===== src/rtl/peripheral_showresult.sv =====
// Display stage: holds a 32-bit value and scans 4 hex digits of the selected half
// onto an active-low, time-multiplexed 7-segment display; a push-button pages halves.
module peripheral_showresult #(
  parameter int REFRESH_DIV = 50000
) (
  input  logic        clk,
  input  logic        reset,
  input  logic [31:0] result_i,
  input  logic        load_i,
  input  logic        pagebutton_i,
  output logic [3:0]  an_o,
  output logic [6:0]  seg_o,
  output logic        dp_o,
  output logic        page_o,
  output logic        valid_o
);

  localparam int DIV_W = (REFRESH_DIV > 1) ? $clog2(REFRESH_DIV) : 1;
  localparam logic [DIV_W-1:0] DIV_LAST = DIV_W'(REFRESH_DIV - 1);

  logic [31:0]      r_held;
  logic [DIV_W-1:0] r_div;
  logic [1:0]       r_idx;
  logic             r_sync1;
  logic             r_sync2;
  logic             r_prev;

  logic             w_edge;
  logic             w_tick;
  logic [15:0]      w_half;
  logic [3:0]       w_digit [4];
  logic [3:0]       w_nib;
  logic [6:0]       w_seg_hex;

  assign w_edge = r_sync2 & ~r_prev;
  assign w_tick = (r_div == DIV_LAST);
  assign w_half = page_o ? r_held[31:16] : r_held[15:0];

  // digit 0 is the least significant nibble of the shown half (rightmost position)
  generate
    for (genvar gi = 0; gi < 4; gi++) begin : g_digit
      assign w_digit[gi] = w_half[4*gi +: 4];
    end
  endgenerate

  assign w_nib = w_digit[r_idx];

  always_comb begin
    w_seg_hex = 7'h7F;
    case (w_nib)
      4'h0: w_seg_hex = 7'h40;
      4'h1: w_seg_hex = 7'h79;
      4'h2: w_seg_hex = 7'h24;
      4'h3: w_seg_hex = 7'h30;
      4'h4: w_seg_hex = 7'h19;
      4'h5: w_seg_hex = 7'h12;
      4'h6: w_seg_hex = 7'h02;
      4'h7: w_seg_hex = 7'h78;
      4'h8: w_seg_hex = 7'h00;
      4'h9: w_seg_hex = 7'h10;
      4'hA: w_seg_hex = 7'h08;
      4'hB: w_seg_hex = 7'h03;
      4'hC: w_seg_hex = 7'h46;
      4'hD: w_seg_hex = 7'h21;
      4'hE: w_seg_hex = 7'h06;
      4'hF: w_seg_hex = 7'h0E;
      default: w_seg_hex = 7'h7F;
    endcase
  end

  always_ff @(posedge clk or negedge reset) begin
    if (!reset) begin
      r_held  <= '0;
      r_div   <= '0;
      r_idx   <= 2'd0;
      r_sync1 <= 1'b0;
      r_sync2 <= 1'b0;
      r_prev  <= 1'b0;
      valid_o <= 1'b0;
      page_o  <= 1'b0;
      an_o    <= 4'b1111;
      seg_o   <= 7'h7F;
      dp_o    <= 1'b1;
    end else begin
      r_sync1 <= pagebutton_i;
      r_sync2 <= r_sync1;
      r_prev  <= r_sync2;

      if (w_tick) begin
        r_div <= '0;
        r_idx <= r_idx + 2'd1;
      end else begin
        r_div <= r_div + 1'b1;
      end

      // a load always returns to the low half, even if a button edge lands in the same cycle
      if (load_i) begin
        r_held  <= result_i;
        valid_o <= 1'b1;
        page_o  <= 1'b0;
      end else if (w_edge) begin
        page_o <= ~page_o;
      end

      an_o  <= ~(4'b0001 << r_idx);
      seg_o <= valid_o ? w_seg_hex : 7'h3F;
      dp_o  <= ~((r_idx == 2'd3) & page_o);
    end
  end

endmodule

===== config.mk =====
export PLATFORM = sky130hd
export DESIGN_NAME = peripheral_showresult
export DESIGN_NICKNAME = d
export VERILOG_FILES = /design/src/rtl/peripheral_showresult.sv
export SDC_FILE = /design/constraint.sdc
export NUM_CORES = 1
export LEC_CHECK = 0
export CORE_MARGIN = 3
export CORE_UTILIZATION = 60
export DETAILED_ROUTE_END_ITERATION = 16
export DONT_BUFFER_PORTS = 1
export PLACE_DENSITY = 0.73
export SYNTH_ARGS = -nofsm -noshare
export SYNTH_HDL_FRONTEND = slang
export SYNTH_SLANG_ARGS = --single-unit

===== constraint.sdc =====
create_clock -name clk -period 4.1 [get_ports clk]
set_input_delay 0.41 -clock clk [delete_from_list [all_inputs] [get_ports clk]]
set_output_delay 0.41 -clock clk [all_outputs]
set_load 0.005 [all_outputs]

Word level (Yosys, flattened, before mapping)
Memory sizes are Yosys's and may differ from the RTL's.
Index checks and enable logic that the tools add are counted.
{"block": "totals", "ff_bits": 67, "mem_bits_ro": 112, "inputBits": 36, "output_inout_bits": 14, "wordCells": 34, "n_memories": 1}
{"block": "classes", "addsub": 2, "n_lt_le_gt_ge": 1, "eq_ne": 2, "n_shift": 1, "muxes": 8, "n_bitwise": 7, "n_reduce_logical": 1}
{"name": "(no name shown)", "depth": 16, "width": 7, "rd": 1, "rd_ports_with_merged_regs": 0, "wr": 0, "line_no": "50", "rtl": "case (w_nib)"}
{"op": "$mux 16", "n": 2}
{"op": "$add 16x1->16 const B", "n": 1}
{"op": "$eq 16x16->1 const B", "n": 1}
{"op": "$bmux 4 s2", "n": 1}
{"op": "$mux 4", "n": 2}
{"op": "$mux 7", "n": 1}
{"op": "$not 4->4", "n": 1}
{"op": "$shl 1x2->4 const A", "n": 1}
{"op": "$ge 3x3->1 const B", "n": 1}
{"op": "$not 1->1", "n": 3}
{"op": "$not 2->3", "n": 1}
{"op": "$add 2x1->2 const B", "n": 1}
{"op": "$and 1x1->1", "n": 2}
{"op": "$eq 2x2->1 const B", "n": 1}
{"op": "$mux 1", "n": 2}
{"op": "$reduce_bool 2->1", "n": 1}

Longest topological paths before layout
Gate-level depths: netlist (run 1).
An unclocked memory read counts as a cell.
{"block": "logic_depth", "depth_word": 6, "mapped_depth": 8, "mapped_depth_nobuf": 7}

Worst setup path before layout (run 1)
OpenSTA, ideal clock, no wires.
{"block": "synth_path", "path_kind": "reg-to-reg", "start": "register page_o", "end": "register seg_o[4]", "setup_time_ns": 0.094, "t_arrival_ns": 2.137, "required_time_ns": 4.006, "setup_slack_ns": 1.869, "stages_incl_launch_ff": 8, "n_path_buf": 1, "synth_period_minus_slack_ns": 2.231, "cell_sequence": "dfrtp_1 > buf_6 > mux4_1 > mux2i_1 > inv_1 > ha_1 > and2_4 > o311ai_2"}
{"block": "synth_between", "elab_chain_len": 6}
{"element": "start, declared", "line_no": "14", "rtl": "output logic page_o,"}
{"element": "start signal, assigned", "line_no": "102", "rtl": "page_o <= ~page_o;"}
{"element": "$mux 16", "line_no": "37", "rtl": "assign w_half = page_o ? r_held[31:16] : r_held[15:0];"}
{"element": "$bmux 4 s2", "line_no": "46", "rtl": "assign w_nib = w_digit[r_idx];"}
{"element": "$mux 4 (implied by the code) (2 in a row)", "line_no": "46"}
{"element": "$mem_v2 16x7"}
{"element": "$mux 7", "line_no": "106", "rtl": "seg_o <= valid_o ? w_seg_hex : 7'h3F;"}
{"element": "end signal, assigned", "line_no": "106"}
{"element": "end, declared", "line_no": "12", "rtl": "output logic [6:0] seg_o,"}
Every way passes these cells. The select of a mux whose other input is x is not followed.
A chain may end at the register's enable or synchronous reset.

Worst setup path after layout (run 1)
Same ends and word-level chain as after synthesis.

==> impl_metrics.toml, run 1 <==
[detailed_routing]
routed_via_density = 5.96
dr.pass1.iters = 4
vias = 1824
ant_nets = 0
drt_iter0_drc = 85
wl_mm = 5.47
wl_per_cell_um = 17.9
drc = 0

[placed_design]
place_ws_ns = 1.34
place.gp.congestion = 0.773
dp_hpwl_mm = 3.79
io_buffers = 0

[sta]
post-route-period-util_pct = 68.1
rsz0062_at_grt = "no"
post-route-min-period_ns = 2.79
relSlewSlack_pct = 56.9
drv_slew = 0
tightest_slew_ns = 0.647
fin_tns_setup_ns = 0
whs_ns = 0.0982
max_freq_mhz = 358
clock-skew-final_ns = 0.00716
setup_ws_ns = 1.31
hold_viol = 0
setup_viol = 0

[global_routing]
grt_max_degree = 68
grtUsageTotal_pct = 20.6
grt_pass1_wl_mm = 9.52
grt_overflow_total = 0
grt_pass1_vias = 1967
antenna_found_initial = 0

[finish]
mostFrequentLayoutCell = "dfrtp_1"
most-common-layout-cells = "55 x dfrtp_1, 37 x mux2_2"
antenna_cells = 0
syn_to_final_growth_pct = 7.80
drive_above_1_share_pct = 29.7
nNetsFinal = 283

[yosys]
yosys-mux-area-fraction_pct = 22.8
ys_async_sr_fraction_pct = 100
ys_types = 38
avgSynthCellArea_um2 = 13.6
synth_xor_xnor_area_share_pct = 3.90
synth.net_count = 279
ys.flop_type = "dfrtp_1"
synth_top_family_by_area = "multiplexers"
syn_inst = 231
yosys_warnings = 0
synth_compound_area_share_pct = 3.22
synth_fa_ha_area_share_pct = 4.78
syn_area_um2 = 3140
ys_ff_latch = 67
yosysSeqAreaShare_pct = 53.8
synth-edff-count = 0
synthSimpleGateAreaFrac_pct = 8.32

[critical_path]
cp_data_required_time_ns = 4.35
cp-end-kind = "flop"
worst_ep_arrival_time_ns = 3.04
reg2reg_to = "seg_o[4]"
cp-startpoint = "page_o"
reg2reg_from = "page_o"
crit_end = "seg_o[4]"
crit_path_max_fanout = 13
reg2reg_depth = 6
crit_type = "reg2reg"
cp-start-kind = "flop"
ff2ff_setup_slack_ns = 1.31

[clock_network]
cts_buffers = 9
cts-root-buf = "clkbuf_8"
post_cts_resize_count = 0
htree_levels = 3
clkSinkCount = 67
cts_tree = "done"
clockBufferDepth = 2
cts.reportedPaths.clkPinSlew_ns = 0.07
cts_setup_buffers = 0
clock_latency_ns = 0.34

[power_and_ir_drop]
power_switching_uw = 331
clockPowerShare_pct = 35.1
swShare_pct = 23.6
peakVddDrop_v = 0.000238
power_uw = 1410
power.density_nw_per_um2 = 415
power_leakage_uw = 0.00147
p_comb_share_pct = 11.2
internal-power_uw = 1070
pwr-share-seq_pct = 53.7

[floorplanning]
coreArea_um2 = 4880
die_h_um = 78.4
die_x_um = 78.4
rows = 25
start_util_pct = 64.4
die-area_um2 = 6140
ioPinCount = 50

[flow_run]
max_cap_viol_count = 0

[run_status]
status = "complete, no violations"

[min_path]
hp-class = "in2reg"
hold_depth = 0
==> synthesized netlist by cell type, types with 2 or more instances <==
library cell,count,share of area [%]
mux4_1,6,5.0
mux2_4,2,0.96
and4_1,4,1.1
mux2i_1,9,2.9
buf_6,2,0.72
nand4_1,5,0.99
o21ai_0,2,0.32
a22oi_1,2,0.48
buf_1,3,0.36
nor3_1,3,0.48
nor2_1,10,1.2
inv_1,12,1.4
a31oi_1,2,0.40
and3_1,5,0.99
xor2_1,5,1.4
nand2_1,7,0.84
xnor2_1,9,2.5
a21oi_1,2,0.32
nand3_1,6,0.96
nor2b_1,2,0.40
dfstp_2,12,10
mux2_2,37,13
dfrtp_1,55,44
nand3b_1,2,0.48
clkbuf_1,3,0.36
ha_1,12,4.8
==> sequential cells by signal (all words and copies together), names as in the netlist <==
name	cells
an_o	4
dp_o	1
page_o	1
r_div	16
r_held	32
r_idx	2
r_prev	1
r_sync1	1
r_sync2	1
seg_o	7
valid_o	1
==> cell type report <==
class                      instances  area (um^2)
sequential                        67         1690
fill                             342         1490
multi-input combinational        143         1350
clock buffer                      13          169
tap                               67         83.8
inverter                          12         45.0
timing repair buffer               2         37.5
clock inverter                     2         10.0
==> worst max-delay path, cell delays in order (launching register included) <==
cell      delay [ns]
dfrtp_1         0.76
mux4_1          0.66
mux2i_1         0.44
inv_1           0.22
ha_1            0.25
and2_4          0.14
o311ai_2        0.24
==> through the flow <==
step	std cells	area, um^2	utilization (%)
after floorplan	231	3140	-
after global placement	289	3170	65.0
after detailed placement	289	3170	65.0
after CTS	306	3390	69.5
after global routing	306	3390	69.5
final	306	3390	69.5
==> per-layer routing <==
| layer | GRT usage [%] | vias to the layer above | wire length (um) | share of wire (%) |
|---|---|---|---|---|
| met5 | 0 | - | 0 | 0 |
| met4 | 11.0 | 0 | 146 | 2.7 |
| met3 | 6.77 | 13 | 305 | 5.6 |
| met2 | 33.4 | 59 | 2750 | 50 |
| met1 | 24.5 | 921 | 2260 | 41 |
| li1 | - | 831 | - | - |
==> timing repair <==
action,in CTS,in global routing
hold buffers,2,0
endpoints found under the hold margin,67,0
setup endpoints to repair,0,0
==> how the worst min path moves through the flow <==
| stage | start | end | slack [ns] |
|---|---|---|---|
| CTS | pagebutton_i | r_sync1 | 0.08 |
| global route | pagebutton_i | r_sync1 | 0.07 |
| floorplan | reset | page_o | 0.11 |
| detailed placement | reset | r_held[22] | 0.12 |
| finish | pagebutton_i | r_sync1 | 0.1 |
| global placement | reset | r_held[30] | 0.12 |
==> kinds of logic after synthesis <==
logic type / count (synthesis)
fa+ha+maj: 12
buf+inv: 21
mux: 55
simple gates: 48
xor+xnor: 14
flops: 67
compound gates: 14
==> power groups by stage <==
stage | Sequential, uW | Combinational, uW | Clock [uW]
4_1_cts | 756 | 159 | 506
3_5_place_dp | 768 | 141 | 0
5_1_grt | 760 | 177 | 543
2_1_floorplan | 753 | 132 | 0
6_report | 754 | 157 | 494
3_3_place_gp | 766 | 134 | 0
Note: power is estimated with default switching activity, not from simulation.
==> run 2, diff against run 1 <==
==> constraint.sdc (replaced) <==
create_clock -name clk -period 2.9 [get_ports clk]
set_input_delay 0.29 -clock clk [delete_from_list [all_inputs] [get_ports clk]]
set_output_delay 0.29 -clock clk [all_outputs]
set_load 0.005 [all_outputs]
==> run 2 against run 1 <==
Net effect: clock skew is 0.0033 ns lower; combinational power is 45% higher; utilization is 0.59 points higher; critical path depth is 1 lower; cell count is 1.3% higher; sequential power is 41% higher; register-to-register slack worse by 0.81 ns; critical endpoint unchanged; largest cell class unchanged; highest routed layer unchanged.
==> impl_metrics.toml, run 2 (synthesized netlist as in run 1, its figures left out) <==
[finish]
largest_reg_flops = 32
regMostFlops = "r_held"
nNetsFinal = 286
fillers = 349
final_area_um2 = 3420
drive_above_1_share_pct = 30.0
most-common-layout-cells = "55 x dfrtp_1, 37 x mux2_2"
mostFrequentLayoutCell = "dfrtp_1"
syn_to_final_growth_pct = 8.71
top_regs = "r_held (32), r_div (16), seg_o (7)"
antenna_cells = 0

[detailed_routing]
wl_per_cell_um = 17.1
ant_nets = 0
drt_iter0_drc = 54
wl_mm = 5.30
dr.pass1.iters = 4
vias = 1786
routed_via_density = 5.76
drc = 0

[clock_network]
cts-root-buf = "clkbuf_8"
cts.reportedPaths.clkPinSlew_ns = 0.07
cts_buffers = 9
clock_latency_ns = 0.33
htree_levels = 3
clockBufferDepth = 2
post_cts_resize_count = 0
clkSinkCount = 67
cts_tree = "done"

[power_and_ir_drop]
power_switching_uw = 462
power.density_nw_per_um2 = 582
power_leakage_uw = 0.00149
internal-power_uw = 1530
peakVddDrop_v = 0.000446
pwr-share-seq_pct = 53.4
power_uw = 1990
p_comb_share_pct = 11.4
swShare_pct = 23.2
clockPowerShare_pct = 35.2

[critical_path]
cp-end-kind = "flop"
crit_type = "reg2reg"
worst_ep_arrival_time_ns = 2.64
path_cells = "buf_4 > mux2_2 > mux4_2 > and2_4 > o311ai_2"
slowest_delay_ns = 0.65
path_delay_family = "multiplexers"
cp_data_required_time_ns = 3.14
cp-start-kind = "flop"
crit_path_max_fanout = 15
cp_num_buf_inv = 1
critPathSlowestCell = "mux4_2"

[sta]
hold_viol = 0
rsz0062_at_grt = "no"
setup_viol = 0
fin_tns_setup_ns = 0
relSlewSlack_pct = 69.9
post-route-period-util_pct = 82.8
clock-skew-final_ns = 0.00387
drv_slew = 0
tightest_slew_ns = 0.439
max_freq_mhz = 417
post-route-min-period_ns = 2.40

[floorplanning]
die_h_um = 78.4
die-area_um2 = 6140
ioPinCount = 50
start_util_pct = 64.4
rows = 25
die_x_um = 78.4
coreArea_um2 = 4880

[global_routing]
grt_pass1_wl_mm = 9.04
grt_max_degree = 68
grtUsageTotal_pct = 19.4
antenna_found_initial = 0
grt_pass1_vias = 1874
grt_overflow_total = 0

[run_status]
status = "complete, no violations"

[flow_run]
max_cap_viol_count = 0

[placed_design]
place.gp.congestion = 0.773
place_area_um2 = 3190
dp_hpwl_mm = 3.79
io_buffers = 0

[min_path]
hp-class = "in2reg"
## run 2: changes by cell type in the layout (fill, tap and decap cells not counted)
cell	previous run	this run
clkbuf_1	1	2
buf_4	0	2
dlygate4sd3_1	1	2
## run 2: through the flow
step	utilization, %	instances	hold WS, ns	worst slack [ns]
6_report	70.1	310	0.0223	0.500
5_1_grt	70.1	310	0.00687	0.363
4_1_cts	70.1	310	0.00809	0.508
3_5_place_dp	65.3	291	-0.00412	0.526
3_3_place_gp	65.3	291	-0.00404	0.590
2_1_floorplan	-	231	-0.00559	0.669
## run 2: area by class of cell
type                       count  area, um^2  area share, %
sequential                    67        1690           49.5
multi-input combinational    143        1350           39.6
clock buffer                  14         173           5.05
tap                           67        83.8           2.45
timing repair buffer           5        62.6           1.83
inverter                      12        45.0           1.32
clock inverter                 2        10.0          0.293
## run 2: final timing paths
check | from | end | slack (ns) | depth (start not counted)
worst min register to register | r_sync1 | r_sync2 | 0.35 | 0
worst max-delay path | page_o | seg_o[4] | 0.50 | 5
max in group asynchronous | reset | seg_o[6] | 2.09 | 2
min in group asynchronous | reset | r_held[4] | 0.51 | 2
worst min-delay path | load_i | page_o | 0.02 | 1
worst max register to register | page_o | seg_o[4] | 0.50 | 5
## run 2: worst register-to-register path: stages (launching register included)
cell	delay [ns]
dfrtp_1	0.59
buf_4	0.24
mux2_2	0.33
mux4_2	0.65
and2_4	0.24
o311ai_2	0.25
## run 2: power groups by stage
stage | combinational (uW) | clock, uW | sequential, uW
3_5_place_dp | 205 | 0 | 1080
3_3_place_gp | 195 | 0 | 1080
6_report | 227 | 701 | 1060
2_1_floorplan | 187 | 0 | 1060
4_1_cts | 230 | 715 | 1060
5_1_grt | 253 | 763 | 1070
## run 2: what timing repair did
item / in CTS / in global routing
setup endpoints to repair: 0 / 0
hold buffers: 3 / 0
setup buffers: 0 / 0
endpoints found under the hold margin: 68 / 0
## run 2: layer usage
layer / GRT usage, % / part of all wire [%] / vias to the layer above
met4: 9.97 / 1.7 / 0
met5: 0 / 0 / -
met3: 4.93 / 4.9 / 9
met2: 32.5 / 51 / 44
li1: - / - / 837
met1: 23.1 / 43 / 896
